## config.mk

```make
export PLATFORM = sky130hd
export DESIGN_NAME = button_debounce_array
export DESIGN_NICKNAME = d
export VERILOG_FILES = /design/src/rtl/button_debounce_array.sv
export SDC_FILE = /design/constraint.sdc
export NUM_CORES = 1
export LEC_CHECK = 0
export ABC_AREA = 1
export CORE_UTILIZATION = 40
export CTS_CLUSTER_DIAMETER = 150
export CTS_CLUSTER_SIZE = 10
export DETAILED_ROUTE_END_ITERATION = 10
export MAX_ROUTING_LAYER = met4
export PLACE_DENSITY_LB_ADDON = 0.12
export SYNTH_ARGS = -nofsm -noshare
export SYNTH_HDL_FRONTEND = slang
export SYNTH_SLANG_ARGS = --single-unit
export TNS_END_PERCENT = 20
```

## constraint.sdc

```tcl
create_clock -name clk -period 2.5 [get_ports clk]
set_input_delay 0.25 -clock clk [delete_from_list [all_inputs] [get_ports clk]]
set_output_delay 0.25 -clock clk [all_outputs]
set_load 0.05 [all_outputs]
```

## src/rtl/button_debounce_array.sv

```systemverilog
// Per-channel button debouncer: synchroniser, 4-state stable-count FSM,
// registered level/press/release outputs and a one-shot long-press pulse.
module button_debounce_array #(
  parameter int unsigned N_CH        = 4,
  parameter int unsigned SYNC_STAGES = 2,
  parameter int unsigned STABLE_CNT  = 16,
  parameter int unsigned LONG_CNT    = 1000
) (
  input  logic            clk,
  input  logic            rst,
  input  logic [N_CH-1:0] i_btn,
  output logic [N_CH-1:0] o_level,
  output logic [N_CH-1:0] o_press,
  output logic [N_CH-1:0] o_release,
  output logic [N_CH-1:0] o_long
);

  localparam int unsigned CNT_W  = $clog2(STABLE_CNT + 1);
  localparam int unsigned HOLD_W = (LONG_CNT == 0) ? 1 : $clog2(LONG_CNT + 1);
  localparam logic [CNT_W-1:0]  CNT_MAX  = CNT_W'(STABLE_CNT);
  localparam logic [CNT_W-1:0]  CNT_LAST = CNT_W'(STABLE_CNT - 1);
  localparam logic [HOLD_W-1:0] HOLD_MAX = HOLD_W'(LONG_CNT);
  localparam bit                LONG_EN  = (LONG_CNT != 0);
  localparam bit                SKIP_CHK = (STABLE_CNT == 1);

  typedef enum logic [1:0] {
    IDLE     = 2'd0,
    RISE_CHK = 2'd1,
    PRESSED  = 2'd2,
    FALL_CHK = 2'd3
  } state_t;

  for (genvar g = 0; g < int'(N_CH); g++) begin : g_ch
    logic [SYNC_STAGES-1:0] sync_q;
    logic                   s;
    state_t                 state_q, state_nxt;
    logic [CNT_W-1:0]       cnt_q, cnt_nxt;
    logic [HOLD_W-1:0]      hold_q, hold_nxt;
    logic                   level_q, press_q, release_q, long_q;
    logic                   level_nxt, long_nxt, holding;

    // Metastability synchroniser; only its last stage feeds the FSM
    always_ff @(posedge clk) begin
      if (rst) sync_q <= '0;
      else     sync_q <= {sync_q[SYNC_STAGES-2:0], i_btn[g]};
    end

    assign s = sync_q[SYNC_STAGES-1];

    always_comb begin
      state_nxt = state_q;
      cnt_nxt   = cnt_q;
      hold_nxt  = hold_q;
      long_nxt  = 1'b0;
      level_nxt = 1'b0;
      holding   = (state_q == PRESSED) || (state_q == FALL_CHK);

      case (state_q)
        IDLE: begin
          if (s) begin
            if (SKIP_CHK) begin
              state_nxt = PRESSED;
              cnt_nxt   = '0;
            end else begin
              state_nxt = RISE_CHK;
              cnt_nxt   = CNT_W'(1);
            end
          end
        end
        RISE_CHK: begin
          if (!s) begin
            state_nxt = IDLE;
            cnt_nxt   = '0;
          end else if (cnt_q >= CNT_LAST) begin
            state_nxt = PRESSED;
            cnt_nxt   = '0;
          end else if (cnt_q != CNT_MAX) begin
            cnt_nxt = cnt_q + CNT_W'(1);
          end
        end
        PRESSED: begin
          if (!s) begin
            if (SKIP_CHK) begin
              state_nxt = IDLE;
              cnt_nxt   = '0;
            end else begin
              state_nxt = FALL_CHK;
              cnt_nxt   = CNT_W'(1);
            end
          end
        end
        FALL_CHK: begin
          if (s) begin
            state_nxt = PRESSED;
            cnt_nxt   = '0;
          end else if (cnt_q >= CNT_LAST) begin
            state_nxt = IDLE;
            cnt_nxt   = '0;
          end else if (cnt_q != CNT_MAX) begin
            cnt_nxt = cnt_q + CNT_W'(1);
          end
        end
        default: begin
          state_nxt = IDLE;
          cnt_nxt   = '0;
        end
      endcase

      level_nxt = (state_nxt == PRESSED) || (state_nxt == FALL_CHK);

      // Hold time runs through release bounces; restarts only on a fresh press
      if (holding) begin
        if (hold_q != HOLD_MAX) hold_nxt = hold_q + HOLD_W'(1);
      end else if (state_nxt == PRESSED) begin
        hold_nxt = '0;
      end

      long_nxt = LONG_EN && holding && level_nxt &&
                 (hold_q != HOLD_MAX) && (hold_nxt == HOLD_MAX);
    end

    always_ff @(posedge clk) begin
      if (rst) begin
        state_q   <= IDLE;
        cnt_q     <= '0;
        hold_q    <= '0;
        level_q   <= 1'b0;
        press_q   <= 1'b0;
        release_q <= 1'b0;
        long_q    <= 1'b0;
      end else begin
        state_q   <= state_nxt;
        cnt_q     <= cnt_nxt;
        hold_q    <= hold_nxt;
        level_q   <= level_nxt;
        press_q   <= level_nxt & ~level_q;
        release_q <= ~level_nxt & level_q;
        long_q    <= long_nxt;
      end
    end

    assign o_level[g]   = level_q;
    assign o_press[g]   = press_q;
    assign o_release[g] = release_q;
    assign o_long[g]    = long_q;
  end

endmodule

```

==> results.md <==
- The summed instance area of the synthesized netlist is 4980 µm².
- At the pin with the least slew margin, the transition time is about 510 ps.
- The signal on the critical path passes through clkdlybuf4s50_1.
- Detailed routing inserted a total of 4302 vias.
- Grouping stages by cell kind, the critical path spends the most delay in buffers and inverters.
- Setup total negative slack on the finished layout was measured at 0 ps.
- The number of clock buffers inserted by TritonCTS is 9.
- After detailed routing, the number of remaining DRC violations is 0.
- The static leakage power is 2.27 nW.
- The number of hold buffers added after CTS was 0.
- The internal power contribution is 0.00243 W.
- The Yosys step of the flow raised 0 warnings.
- At the end of routability-driven placement, the weighted congestion stood at around 0.90.
- The detail route stage leaves a number of antenna-violating nets equal to 0.
- Setup violations remaining at the end of the flow were counted as 0.
- The number of cells in the finished layout apart from fillers is 906.
- For this run, the detailed router's first-pass iteration total came to 5.
- 22 I/O pins were placed.
- The setup clock skew after layout is 4.38 ps.
- In this run the tool buffered the top-level ports with 21 buffer cells.
- The average via count per standard cell is ~4.7.
- The launching element type of the critical path is a flop.
- The initial antenna violation count is 0.
- The ratio of final minimum period to clock period is 80.7%.
- The TritonCTS clock tree is done.
- For this configuration, the core starts out at a cell density of around 41%.
- The insertion delay of the later-clocked pin in the worst-skew pair is 340 ps.
- In the final routed layout, each cell accounts on average for ~11 µm.
- The worst-path cell with the longest stage delay is clkdlybuf4s50_1.
- Of the total power, registers draw about 48%.
- The number of buffers between clock root and the deepest sink is 2.
- For the worst setup path, the data required time is around 2300 ps.
- Cells with a size suffix above 1 make up 9.49% of the layout.
- The worst min-delay path category is primary input to flop.
- Synthesis produced a netlist with a net count of around 750.
- The sort of element at the end of the critical path is an output pin.
- The H-tree was split into 3 levels.
- The total core area is about 12000 µm².
- The die area is 12900 µm².
- The pin count of the biggest net entering global routing is 40.
- The finished cells cover 5570 µm².
- Post-CTS timing repair inserted 0 buffers for setup.
- Counting both buffers and inverters, the worst setup path holds a total of 1.
- The chip width is ~110 µm.
- The number of hold violations in the final report is 0.
- The part of the Yosys area used for sequential elements is 35.8%.
- The number of pins with negative max-slew slack in the final report is 0.
- Counting the fill cells in the layout gives 1253.
- Measured against its own limit, the worst slew margin works out to 65.9%.
- Along the worst path, the maximum fanout reaches 9.
- Once placement finished, the instance area stood at about 5200 µm².
- The start-to-end type of the worst setup path is flop to output pin.
- After technology mapping, the gate count stands at 727.
- The growth of design area from synthesis to finish is 11.9%.
- The post-layout minimum cycle time is 2020 ps.
- Per report_power, the combinational group accounts for 2.3% of the total.
- The number of instances in the placed design is 890.
- The count of different cell masters after synthesis is 50.
- The average instance in the mapped netlist occupies 6.85 µm².
- The clock-pin slew on the worst setup and hold paths is 60 ps.
- The number of global-route vias before repair is 4105.
- The highest clock rate is 496 MHz.
- The routed design has about 10000 µm of wire.
- Detailed placement finished with a half-perimeter wire length of 7270 µm.
- The flow ran to the end, and the final reports show no timing, DRC or antenna violations.
- Net switching is 19.9% of the power.
- The number of antenna diodes in the final layout is 0.
- The y dimension of the die is 114 µm.
- The tool flagged a number of max-cap violations equal to 0.
- The total power per unit cell area is 544 nW/µm².
- The critical path arrival is 1770 ps.
- The net load switching power is 0.000603 W.
- The synthesized design contains 89 register bits.
- The initial DRC count is 220.
- Setup repair after global routing left no endpoint under its margin.
- The wire length of the first global-routing pass is 17600 µm.
- The post-layout net count is 759.
- The overall global routing resource usage is between 10% and 20%.
- The floorplan has 40 rows.
- The remaining global-route overflow is 0.
- The largest vdd supply drop is 0.000299 V.
- For this design, the sink count on the clock tree is 89.
- The cell at the root of the clock tree is clkbuf_16.
- On the worst path, the slowest cell contributes a delay of 880 ps.
- In this run, post-CTS repair resized a total of 0 instances.
- The relative contribution of the clock network to total power is 50.2%.
- At the end of the flow the core is filled with cells to 46.2%.
[tightest hold or removal path: stages]
cell and delay, ps:
buf_2 90, inv_1 130, nand2_1 90, a21oi_1 40
[area by class of cell]
cell class / instances / area [µm²] / share of cell area [%]
flip-flops and latches: 89 / 1780 / 32.0
clock inverters: 5 / 104 / 1.87
well taps: 168 / 210 / 3.78
multi-input cells: 491 / 2560 / 46.0
clock buffers: 11 / 233 / 4.18
inverters: 117 / 442 / 7.93
repair buffers: 25 / 235 / 4.22
[power groups by stage]
stage | logic [W] | registers [W] | clock network [W]
after floorplan | 0.0000480 | 0.00147 | 0
after global placement | 0.0000719 | 0.00147 | 0
after detailed placement | 0.0000723 | 0.00147 | 0
after CTS | 0.0000729 | 0.00144 | 0.00158
after global routing | 0.0000821 | 0.00144 | 0.00163
final | 0.0000709 | 0.00144 | 0.00152
[state kept, by name, indices dropped and copies added, names as in the netlist]
| register | count |
|---|---|
| g_ch.hold_q | 40 |
| g_ch.cnt_q | 20 |
| g_ch.state_q | 8 |
| g_ch.sync_q | 8 |
| g_ch.long_q | 4 |
| g_ch.press_q | 4 |
| g_ch.release_q | 4 |
| g_ch.level_q | 1 |
[per-layer routing]
metal,vias up,routed length (µm),GRT usage (%),part of all wire (%)
met2,53,4560,28.6,46
met1,1918,4970,20.9,50
li1,2317,-,-,-
met4,0,187,7.89,1.9
met3,14,242,2.82,2.4
met5,-,0,-,0
[cells by family (layout without fill, tap and decap cells)]
group,count (synthesis),in the layout,synth area share (%)
flops,89,89,35.8
buf+inv,147,158,12.7
fa+ha+maj,20,20,5.03
xor+xnor,4,4,0.704
simple gates,394,394,36.8
compound gates,73,73,8.97
[synthesized netlist by cell type (all sizes together)]
library cell | instances | share of area (%)
nand2 | 162 | 13
nor2 | 118 | 9.5
inv | 115 | 8.7
dfxtp | 89 | 36
nand3 | 64 | 8.0
a21oi | 34 | 3.6
nand4 | 22 | 2.9
buf | 21 | 3.1
ha | 20 | 5.0
o21ai | 19 | 2.2
nor3 | 18 | 2.0
clkbuf | 9 | 0.70
a211oi | 4 | 0.60
nand3b | 4 | 0.60
o22ai | 3 | 0.38
o31ai | 3 | 0.45
and2 | 2 | 0.25
clkinv | 2 | 0.15
nor4 | 2 | 0.25
or2 | 2 | 0.25
xnor2 | 2 | 0.35
xor2 | 2 | 0.35
a2111oi | 1 | 0.18
a221oi | 1 | 0.18
a22oi | 1 | 0.15
a32o | 1 | 0.20
a32oi | 1 | 0.18
o2111a | 1 | 0.23
o211ai | 1 | 0.15
o21a | 1 | 0.18
o21bai | 1 | 0.15
o311ai | 1 | 0.18
[path summary, 6_finish.rpt]
path,end,from,cells past startpoint,slack [ps]
hold reg to reg,g_ch[0].sync_q[1]$_SDFF_PP0_,g_ch[0].sync_q[0]$_SDFF_PP0_,2,400
setup reg to reg,g_ch[0].long_q$_SDFF_PP0_,g_ch[0].cnt_q[0]$_SDFFE_PP0P_,15,520
hold / removal,g_ch[1].release_q$_SDFF_PP0_,rst,4,300
setup / recovery,o_level[3],g_ch[3].state_q[1]$_SDFF_PP0_,1,480
[placed cells by master, fill, tap and decap left out, types with 11 or more instances in the layout]
cell	count
nand2_1	150
clkdlybuf4s50_1	20
nor3_1	16
nand3_2	11
inv_1	107
nand4_1	21
nor2_1	109
o21ai_0	16
a21oi_1	32
dfxtp_1	89
nand3_1	51
ha_1	20
[stage by stage]
step	hold slack [ps]	setup slack, ps	total power [W]
3_5_place_dp	395	552	0.00154
5_1_grt	331	245	0.00315
4_1_cts	306	473	0.00309
3_3_place_gp	390	600	0.00154
2_1_floorplan	334	722	0.00152
6_report	303	482	0.00303
(Power assumes the default switching activity.)
